$ cat src/rtl/pdh_dma_pkg.sv
`default_nettype none
// ============================================================================
// Module   : pdh_dma_pkg
// Brief    : Shared state encoding and AXI3 burst constants for the PDH DMAs
// Revision : 1.0 - initial release
// ============================================================================
package pdh_dma_pkg;

    typedef enum logic [2:0] {
        IDLE = 3'd0,
        AR   = 3'd1,
        R    = 3'd2,
        DONE = 3'd3,
        ERR  = 3'd4
    } state_t;

    localparam logic [3:0]  BURST_LEN = 4'd15;
    localparam logic [2:0]  BEAT_SIZE = 3'd3;
    localparam logic [1:0]  BURST_INC = 2'b01;
    localparam logic [31:0] ADDR_INC  = 32'd128;
    localparam logic [1:0]  RESP_OKAY = 2'b00;

endpackage
`default_nettype wire

$ cat src/rtl/dma_reader_if.sv
`default_nettype none
// ============================================================================
// Module   : dma_reader_if
// Brief    : AXI3 read-address / read-data channel bundle for the DMA reader
// Revision : 1.0 - initial release
// ============================================================================
interface dma_reader_if;

    logic [31:0] m_axi_araddr;
    logic        m_axi_arvalid;
    logic        m_axi_arready;
    logic [3:0]  m_axi_arlen;
    logic [2:0]  m_axi_arsize;
    logic [1:0]  m_axi_arburst;
    logic [63:0] m_axi_rdata;
    logic        m_axi_rvalid;
    logic        m_axi_rready;
    logic [1:0]  m_axi_rresp;
    logic        m_axi_rlast;

    modport master (
        output m_axi_araddr, m_axi_arvalid, m_axi_arlen, m_axi_arsize,
               m_axi_arburst, m_axi_rready,
        input  m_axi_arready, m_axi_rdata, m_axi_rvalid, m_axi_rresp,
               m_axi_rlast
    );

    modport slave (
        input  m_axi_araddr, m_axi_arvalid, m_axi_arlen, m_axi_arsize,
               m_axi_arburst, m_axi_rready,
        output m_axi_arready, m_axi_rdata, m_axi_rvalid, m_axi_rresp,
               m_axi_rlast
    );

endinterface
`default_nettype wire

$ cat src/rtl/posedge_detector.sv
`default_nettype none
// ============================================================================
// Module   : posedge_detector
// Brief    : Registers a level once and pulses for one cycle on its rising edge
// Revision : 1.0 - initial release
// ============================================================================
module posedge_detector (
    input  logic clk,
    input  logic rst_n,
    input  logic sig_i,
    output logic pulse_o
);

    logic sig_q, sig_d;
    logic prev_q, prev_d;

    always_comb begin
        sig_d  = sig_i;
        prev_d = sig_q;
    end

    always_ff @(posedge clk or negedge rst_n) begin
        if (!rst_n) begin
            sig_q  <= 1'b0;
            prev_q <= 1'b0;
        end else begin
            sig_q  <= sig_d;
            prev_q <= prev_d;
        end
    end

    assign pulse_o = sig_q & ~prev_q;

endmodule
`default_nettype wire

$ cat src/rtl/dma_reader.sv
`default_nettype none
// ============================================================================
// Module   : dma_reader
// Brief    : AXI3 read master copying a DDR region into BRAM in 16x64-bit
//            INCR bursts, with per-burst retry. PDH_DMA_RD_PERF_EN adds
//            cycle and retry counters.
// Revision : 1.0 - initial release
// ============================================================================
module dma_reader
    import pdh_dma_pkg::*;
#(
    parameter logic [31:0] HP0_BASE_ADDR = 32'h1000_0000,
    parameter logic [31:0] DMA_SIZE      = 32'h0002_0000,
    parameter int unsigned MAX_RETRIES   = 3
) (
    input  logic               aclk,
    input  logic               rst_ni,
    dma_reader_if.master       axi,
    input  logic               enable_i,
    output logic [31:0]        bram_addr_o,
    output logic [63:0]        bram_data_o,
    output logic               bram_we_o,
    output logic               finished_o,
    output logic               dma_engaged_o,
    output logic               error_o
`ifdef PDH_DMA_RD_PERF_EN
    ,
    output logic [31:0]        perf_cycles_o,
    output logic [15:0]        retry_total_o
`endif
);

    localparam logic [31:0] END_ADDR    = HP0_BASE_ADDR + DMA_SIZE - 32'd1;
    localparam logic [7:0]  RETRY_LIMIT = 8'(MAX_RETRIES);

    state_t      state_q, state_d;
    logic [31:0] araddr_q, araddr_d;
    logic [4:0]  beat_q, beat_d;
    logic [7:0]  retry_q, retry_d;
    logic        bad_q, bad_d;
    logic        we_q, we_d;
    logic [31:0] waddr_q, waddr_d;
    logic [63:0] wdata_q, wdata_d;

    logic start;
    logic beat_fire;
    logic beat_bad;
    logic last_exp;
    logic idle_like;

    posedge_detector u_start_det (
        .clk     (aclk),
        .rst_n   (rst_ni),
        .sig_i   (enable_i),
        .pulse_o (start)
    );

    assign beat_fire = (state_q == R) && axi.m_axi_rvalid;
    assign beat_bad  = (axi.m_axi_rresp != RESP_OKAY);
    assign last_exp  = (beat_q == {1'b0, BURST_LEN});
    assign idle_like = (state_q == IDLE) || (state_q == DONE) || (state_q == ERR);

    always_comb begin
        state_d  = state_q;
        araddr_d = araddr_q;
        beat_d   = beat_q;
        retry_d  = retry_q;
        bad_d    = bad_q;
        we_d     = 1'b0;
        waddr_d  = waddr_q;
        wdata_d  = wdata_q;
        case (state_q)
            IDLE, DONE, ERR: begin
                if (start) begin
                    state_d  = AR;
                    araddr_d = HP0_BASE_ADDR;
                    beat_d   = '0;
                    retry_d  = '0;
                end
            end
            AR: begin
                if (axi.m_axi_arready) begin
                    state_d = R;
                    beat_d  = '0;
                    bad_d   = 1'b0;
                end
            end
            R: begin
                if (beat_fire) begin
                    beat_d = beat_q + 5'd1;
                    if (beat_bad) begin
                        bad_d = 1'b1;
                    end else begin
                        we_d    = 1'b1;
                        waddr_d = ((araddr_q - HP0_BASE_ADDR) >> 3) + {27'd0, beat_q};
                        wdata_d = axi.m_axi_rdata;
                    end
                    // Burst ends on rlast or on the 16th beat; both must coincide.
                    if (axi.m_axi_rlast || last_exp) begin
                        if (axi.m_axi_rlast != last_exp) begin
                            state_d = ERR;
                        end else if (bad_q || beat_bad) begin
                            if (retry_q < RETRY_LIMIT) begin
                                retry_d = retry_q + 8'd1;
                                state_d = AR;
                            end else begin
                                state_d = ERR;
                            end
                        end else if (araddr_q + ADDR_INC > END_ADDR) begin
                            state_d = DONE;
                        end else begin
                            araddr_d = araddr_q + ADDR_INC;
                            retry_d  = '0;
                            state_d  = AR;
                        end
                    end
                end
            end
            default: state_d = IDLE;
        endcase
    end

    always_ff @(posedge aclk or negedge rst_ni) begin
        if (!rst_ni) begin
            state_q  <= IDLE;
            araddr_q <= HP0_BASE_ADDR;
            beat_q   <= '0;
            retry_q  <= '0;
            bad_q    <= 1'b0;
            we_q     <= 1'b0;
            waddr_q  <= '0;
            wdata_q  <= '0;
        end else begin
            state_q  <= state_d;
            araddr_q <= araddr_d;
            beat_q   <= beat_d;
            retry_q  <= retry_d;
            bad_q    <= bad_d;
            we_q     <= we_d;
            waddr_q  <= waddr_d;
            wdata_q  <= wdata_d;
        end
    end

    assign axi.m_axi_araddr  = araddr_q;
    assign axi.m_axi_arvalid = (state_q == AR);
    assign axi.m_axi_arlen   = BURST_LEN;
    assign axi.m_axi_arsize  = BEAT_SIZE;
    assign axi.m_axi_arburst = BURST_INC;
    assign axi.m_axi_rready  = (state_q == R);

    assign bram_we_o     = we_q;
    assign bram_addr_o   = waddr_q;
    assign bram_data_o   = wdata_q;
    assign finished_o    = (state_q == DONE);
    assign error_o       = (state_q == ERR);
    assign dma_engaged_o = (state_q == AR) || (state_q == R);

`ifdef PDH_DMA_RD_PERF_EN
    logic [31:0] perf_q, perf_d;
    logic [15:0] rtot_q, rtot_d;

    always_comb begin
        perf_d = perf_q;
        rtot_d = rtot_q;
        if (idle_like && (state_d == AR)) begin
            perf_d = '0;
            rtot_d = '0;
        end else begin
            if (dma_engaged_o && (perf_q != '1)) perf_d = perf_q + 32'd1;
            // A retry is the only path that bumps the retry count by one.
            if ((state_q == R) && (retry_d == retry_q + 8'd1) && (rtot_q != '1))
                rtot_d = rtot_q + 16'd1;
        end
    end

    always_ff @(posedge aclk or negedge rst_ni) begin
        if (!rst_ni) begin
            perf_q <= '0;
            rtot_q <= '0;
        end else begin
            perf_q <= perf_d;
            rtot_q <= rtot_d;
        end
    end

    assign perf_cycles_o = perf_q;
    assign retry_total_o = rtot_q;
`else
    logic unused_idle_like;
    assign unused_idle_like = idle_like;
`endif

endmodule
`default_nettype wire

$ cat src/flat_wrapper.sv
// flat-port wrapper written by rule: the top's interface ports become plain ports
module dma_reader_flat import pdh_dma_pkg::*;
#(
    parameter logic [31:0] HP0_BASE_ADDR = 32'h1000_0000,
    parameter logic [31:0] DMA_SIZE      = 32'h0002_0000,
    parameter int unsigned MAX_RETRIES   = 3
)
  (aclk, rst_ni, enable_i, bram_addr_o, bram_data_o, bram_we_o, finished_o, dma_engaged_o, error_o, axi_m_axi_araddr, axi_m_axi_arvalid, axi_m_axi_arlen, axi_m_axi_arsize, axi_m_axi_arburst, axi_m_axi_rready, axi_m_axi_arready, axi_m_axi_rdata, axi_m_axi_rvalid, axi_m_axi_rresp, axi_m_axi_rlast);
  dma_reader_if axi_i ();
  input  logic aclk;
  input  logic rst_ni;
  input  logic enable_i;
  output logic [31:0] bram_addr_o;
  output logic [63:0] bram_data_o;
  output logic bram_we_o;
  output logic finished_o;
  output logic dma_engaged_o;
  output logic error_o;
  output wire logic [$bits(axi_i.m_axi_araddr)-1:0] axi_m_axi_araddr;
  output wire logic [$bits(axi_i.m_axi_arvalid)-1:0] axi_m_axi_arvalid;
  output wire logic [$bits(axi_i.m_axi_arlen)-1:0] axi_m_axi_arlen;
  output wire logic [$bits(axi_i.m_axi_arsize)-1:0] axi_m_axi_arsize;
  output wire logic [$bits(axi_i.m_axi_arburst)-1:0] axi_m_axi_arburst;
  output wire logic [$bits(axi_i.m_axi_rready)-1:0] axi_m_axi_rready;
  input wire logic [$bits(axi_i.m_axi_arready)-1:0] axi_m_axi_arready;
  input wire logic [$bits(axi_i.m_axi_rdata)-1:0] axi_m_axi_rdata;
  input wire logic [$bits(axi_i.m_axi_rvalid)-1:0] axi_m_axi_rvalid;
  input wire logic [$bits(axi_i.m_axi_rresp)-1:0] axi_m_axi_rresp;
  input wire logic [$bits(axi_i.m_axi_rlast)-1:0] axi_m_axi_rlast;
  assign axi_m_axi_araddr = axi_i.m_axi_araddr;
  assign axi_m_axi_arvalid = axi_i.m_axi_arvalid;
  assign axi_m_axi_arlen = axi_i.m_axi_arlen;
  assign axi_m_axi_arsize = axi_i.m_axi_arsize;
  assign axi_m_axi_arburst = axi_i.m_axi_arburst;
  assign axi_m_axi_rready = axi_i.m_axi_rready;
  assign axi_i.m_axi_arready = axi_m_axi_arready;
  assign axi_i.m_axi_rdata = axi_m_axi_rdata;
  assign axi_i.m_axi_rvalid = axi_m_axi_rvalid;
  assign axi_i.m_axi_rresp = axi_m_axi_rresp;
  assign axi_i.m_axi_rlast = axi_m_axi_rlast;
  dma_reader #(.HP0_BASE_ADDR(HP0_BASE_ADDR), .DMA_SIZE(DMA_SIZE), .MAX_RETRIES(MAX_RETRIES)) u_core (.aclk(aclk), .rst_ni(rst_ni), .axi(axi_i), .enable_i(enable_i), .bram_addr_o(bram_addr_o), .bram_data_o(bram_data_o), .bram_we_o(bram_we_o), .finished_o(finished_o), .dma_engaged_o(dma_engaged_o), .error_o(error_o));
endmodule
$ cat config.mk
export PLATFORM = sky130hd
export DESIGN_NAME = dma_reader_flat
export DESIGN_NICKNAME = d
export VERILOG_FILES = /design/src/rtl/pdh_dma_pkg.sv /design/src/rtl/dma_reader_if.sv /design/src/rtl/posedge_detector.sv /design/src/rtl/dma_reader.sv /design/src/flat_wrapper.sv
export SDC_FILE = /design/constraint.sdc
export NUM_CORES = 1
export LEC_CHECK = 0
export CORE_ASPECT_RATIO = 0.8
export CORE_MARGIN = 2
export CORE_UTILIZATION = 43
export CTS_BUF_LIST = sky130_fd_sc_hd__clkbuf_8
export DETAILED_ROUTE_END_ITERATION = 8
export GPL_TIMING_DRIVEN = 0
export HOLD_SLACK_MARGIN = 0.06
export PLACE_DENSITY_LB_ADDON = 0.2
export SETUP_SLACK_MARGIN = 0.05
export SYNTH_ARGS = -nofsm -noshare
export SYNTH_HDL_FRONTEND = slang
export SYNTH_SLANG_ARGS = --single-unit
$ cat constraint.sdc
create_clock -name aclk -period 3.2 [get_ports aclk]
set_input_delay 0.48 -clock aclk [delete_from_list [all_inputs] [get_ports aclk]]
set_output_delay 0.48 -clock aclk [all_outputs]
set_load 0.01 [all_outputs]
==> flow_summary_export.csv <==
group,metric,value,unit
status,status,"complete, no violations",
final_layout,ratio_of_cells_with_drive_above_1_in_the_final_layout,0.130,
timing,slew_headroom,0.505,
timing,min_period_over_period,0.954,
worst_setup_path,cp-end-kind,"flop",
logic_synthesis,synth.ff_latch_count,139,
route,remaining_drc_errors,0,
floorplanning,initial_core_util,0.444,
floorplanning,die-width,144,microns
route,wire_per_inst,16.1,microns
worst_setup_path,ff2ff_setup_slack,150,ps
global_route,first_global_vias,6001,
clock_tree,number_of_buffers_added_by_the_clock_tree_synthesis_step,17,
global_route,grt_antenna_before_repair,0,
logic_synthesis,synthesis.area_per_instance,8.70,sq um
final_layout,final_nets,1110,
clock_tree,numClockSinks,139,
place,place_congestion,0.894,
route,detail-route-antenna-nets,0,
logic_synthesis,yosysWarningCount,0,
worst_setup_path,cp.arrival,3440,ps
timing,final-hold-violation-count,0,
route,drt_pass1_iterations,5,
logic_synthesis,synthDominantAreaCellType,"sky130_fd_sc_hd__dfrtp_1",
clock_tree,cts_tree,"built",
global_route,globalRouteOverflowTotal,0,
clock_tree,htreeDepth,4,
route,routed_wl,20200,microns
global_route,grt_max_degree,85,
timing,worst_pin_slew,736,ps
logic_synthesis,synthArstFlopShare,1.00,
place,detailedPlace.worstSlack,-345,ps
pwr,p_leak,4.49,nW
timing,worst_clock_skew,14.0,ps
logic_synthesis,synthTopCellsByArea,"sky130_fd_sc_hd__dfrtp_1 51%, sky130_fd_sc_hd__nand2_1 15%, sky130_fd_sc_hd__o21ai_0 3.1%, sky130_fd_sc_hd__xnor2_1 2.6%, sky130_fd_sc_hd__buf_4 2.2%",
final_layout,finish.cell_count_without_fillers,1252,
place,portBuffers,196,
global_route,global_route_wire_length_before_repair,31400,microns
clock_tree,insertion_delay_of_the_later_clocked_pin_in_the_worst_skew_pair,450,ps
logic_synthesis,synth_cell_type_count,57,
floorplanning,die_height,116,microns
timing,max_freq,0.328,GHz
worst_hold_path,path_class_of_the_lowest_slack_min_delay_path,"flop to flop",
logic_synthesis,netlist.area_leader.share,0.515,
pwr,irDropWorstVdd,370,uV
clock_tree,cts-root-buf,"sky130_fd_sc_hd__clkbuf_8",
place,placed_wire_length_estimate,14500,microns
global_route,track_usage,0.244,
clock_tree,clk_transition_reported_paths,80,ps
route,route.vias.total,6356,
pwr,power-per-cell-area,615,mW/mm^2
clock_tree,max-clock-path-buffers,2,
job,max_cap_viol_count,0,
worst_setup_path,critPathRequiredTime,3590,ps
timing,fin_ws,147,ps
timing,rsz0062_at_grt,"yes",
logic_synthesis,dominantRegCellSynth,"sky130_fd_sc_hd__dfrtp_1",
final_layout,layout.core_utilization,0.651,
logic_synthesis,ys_seq_area_frac,0.519,
logic_synthesis,synth_enable_flop_cells,0,
floorplanning,die_area,0.0166,sq mm
floorplanning,coreArea,0.0151,sq mm
timing,report.final.setup_viol,0,
timing,layout_min_cycle_time,3050,ps
worst_setup_path,crit_fanout,10,
worst_setup_path,startpoint_types,"flop",
route,drt_iter0_markers,472,
final_layout,antenna-diode-count,0,
timing,final_max_slew_viol_count,0,
worst_setup_path,worst-setup-path-type,"flop to flop",
place,dpl.cell_count,1194,
route,route.detailed.vias_per_inst,5.08,
final_layout,area.growth.synth_to_final,46.6,%
floorplanning,ios,215,
logic_synthesis,netlist_instances,771,
final_layout,fill_cells,1309,
logic_synthesis,mappedNetlistArea,0.00671,sq mm
floorplanning,placement_rows,40,
==> through the flow <==
stage               power (mW)  hold WS (ps)  instance area, sq um  setup TNS (ps)
floorplan                 3.35           184                  6770               0
global placement          4.57           357                  8990         -569610
detailed placement        4.62           359                  9020           -5310
CTS                       6.05           377                  9650               0
global route              6.41           388                  9830               0
finish                    6.05           376                  9830               0
==> final timing paths <==
check / from / endpoint / cells after the start
hold reg to reg: u_core.u_start_det.prev_d / u_core.u_start_det.prev_q / 0
min in group asynchronous: rst_ni / u_core.axi.m_axi_araddr[27] / 2
hold / removal: u_core.u_start_det.prev_d / u_core.u_start_det.prev_q / 0
max in group asynchronous: rst_ni / u_core.bram_data_o[45] / 3
setup reg to reg: u_core.axi.m_axi_araddr[20] / u_core.axi.m_axi_araddr[9] / 11
setup / recovery: u_core.axi.m_axi_araddr[20] / u_core.axi.m_axi_araddr[9] / 11
==> timing repair <==
| action | CTS | global route |
|---|---|---|
| cloned | 0 | 0 |
| pin swaps | 9 | 11 |
| setup endpoints to repair | 30 | 31 |
| hold buffers | 1 | 0 |
| endpoints found under the hold margin | 55 | 0 |
| buffers inserted | 13 | 13 |
| resized for setup | 38 | 35 |
==> cell families (layout without fill, tap and decap cells) <==
| kind of cell | Yosys count | in the layout | share of synthesized area |
|---|---|---|---|
| other cells | 2 | 18 | 0.00112 |
| simple gates | 416 | 416 | 0.272 |
| flops | 139 | 139 | 0.519 |
| buf+inv | 75 | 330 | 0.0547 |
| compound gates | 95 | 95 | 0.0907 |
| fa+ha+maj | 8 | 8 | 0.0149 |
| mux | 2 | 2 | 0.00317 |
| xor+xnor | 34 | 34 | 0.0444 |
==> cell type report <==
class	count	area, sq um	area share
buffer	62	397	0.0403
clock buffer	20	275	0.0280
clock inverter	11	110	0.0112
inverter	13	48.8	0.00496
multi-input combinational	573	3060	0.311
sequential	139	3490	0.355
tap	210	263	0.0267
timing repair buffer	224	2190	0.223
==> placed cells by master, fill, tap and decap left out, types with 13 or more instances in the layout <==
cell,instances
sky130_fd_sc_hd__buf_4,45
sky130_fd_sc_hd__clkbuf_1,25
sky130_fd_sc_hd__clkbuf_8,20
sky130_fd_sc_hd__clkdlybuf4s50_1,195
sky130_fd_sc_hd__conb_1,18
sky130_fd_sc_hd__dfrtp_1,132
sky130_fd_sc_hd__nand2_1,267
sky130_fd_sc_hd__nand3_1,24
sky130_fd_sc_hd__nand4_1,13
sky130_fd_sc_hd__nor2_1,32
sky130_fd_sc_hd__nor3_1,16
sky130_fd_sc_hd__o21ai_0,41
sky130_fd_sc_hd__xnor2_1,20
sky130_fd_sc_hd__xor2_1,14
==> power breakdown <==
part	switching [mW]	internal, mW	leakage [nW]
Combinational	1.11	1.13	2.45
Sequential	0.235	2.18	1.85
Clock	0.712	0.682	0.189
Total	2.05	3.99	4.49
==> state kept, by name, summed over array words and instances, names as in the netlist <==
signal,count
u_core.axi.m_axi_araddr,25
u_core.bad_q,1
u_core.beat_q,5
u_core.bram_addr_o,30
u_core.bram_data_o,64
u_core.bram_we_o,1
u_core.retry_q,8
u_core.state_q,3
u_core.u_start_det.prev_d,1
u_core.u_start_det.prev_q,1
==> critical path, stage by stage, from the launching register on <==
cell                        delay [ps]
sky130_fd_sc_hd__dfrtp_1           380
sky130_fd_sc_hd__buf_6             120
sky130_fd_sc_hd__nand4_4           120
sky130_fd_sc_hd__or4_4             570
sky130_fd_sc_hd__o21ai_4           190
sky130_fd_sc_hd__o2111ai_2         110
sky130_fd_sc_hd__o31a_1            350
sky130_fd_sc_hd__buf_4             150
sky130_fd_sc_hd__or2_2             300
sky130_fd_sc_hd__buf_6             160
sky130_fd_sc_hd__or4_1             460
sky130_fd_sc_hd__nand2_1            80
==> metal layers <==
layer,track usage,share of wire,vias to the layer above
li1,-,-,3070
met1,0.325,0.43,2994
met2,0.389,0.46,270
met3,0.0748,0.094,22
met4,0.0706,0.012,0
met5,0,0,-
==> cell usage after synthesis (3+ instances only) <==
cell                       instances
sky130_fd_sc_hd__inv_1            12
sky130_fd_sc_hd__or3_1             6
sky130_fd_sc_hd__clkbuf_1         33
sky130_fd_sc_hd__nor4_1           10
sky130_fd_sc_hd__or4_1             6
sky130_fd_sc_hd__buf_2             7
sky130_fd_sc_hd__a31oi_1           3
sky130_fd_sc_hd__a21oi_1           7
sky130_fd_sc_hd__nand3_1          27
sky130_fd_sc_hd__nor2_1           33
sky130_fd_sc_hd__xor2_1           14
sky130_fd_sc_hd__and2_1            3
sky130_fd_sc_hd__xnor2_1          20
sky130_fd_sc_hd__nor3_1           17
sky130_fd_sc_hd__nor2b_1           4
sky130_fd_sc_hd__o21ai_0          42
sky130_fd_sc_hd__a22o_1            3
sky130_fd_sc_hd__a32oi_1           3
sky130_fd_sc_hd__nand2_1         269
sky130_fd_sc_hd__nand4_1          13
sky130_fd_sc_hd__and3_1           10
sky130_fd_sc_hd__nand2b_1          6
sky130_fd_sc_hd__or2_2             5
sky130_fd_sc_hd__a22oi_1           3
sky130_fd_sc_hd__ha_1              8
sky130_fd_sc_hd__buf_4            20
sky130_fd_sc_hd__o31ai_1           6
sky130_fd_sc_hd__o31a_1            3
sky130_fd_sc_hd__o211ai_1          9
sky130_fd_sc_hd__dfrtp_1         138
No activity file was read; power rests on OpenSTA's default activity.
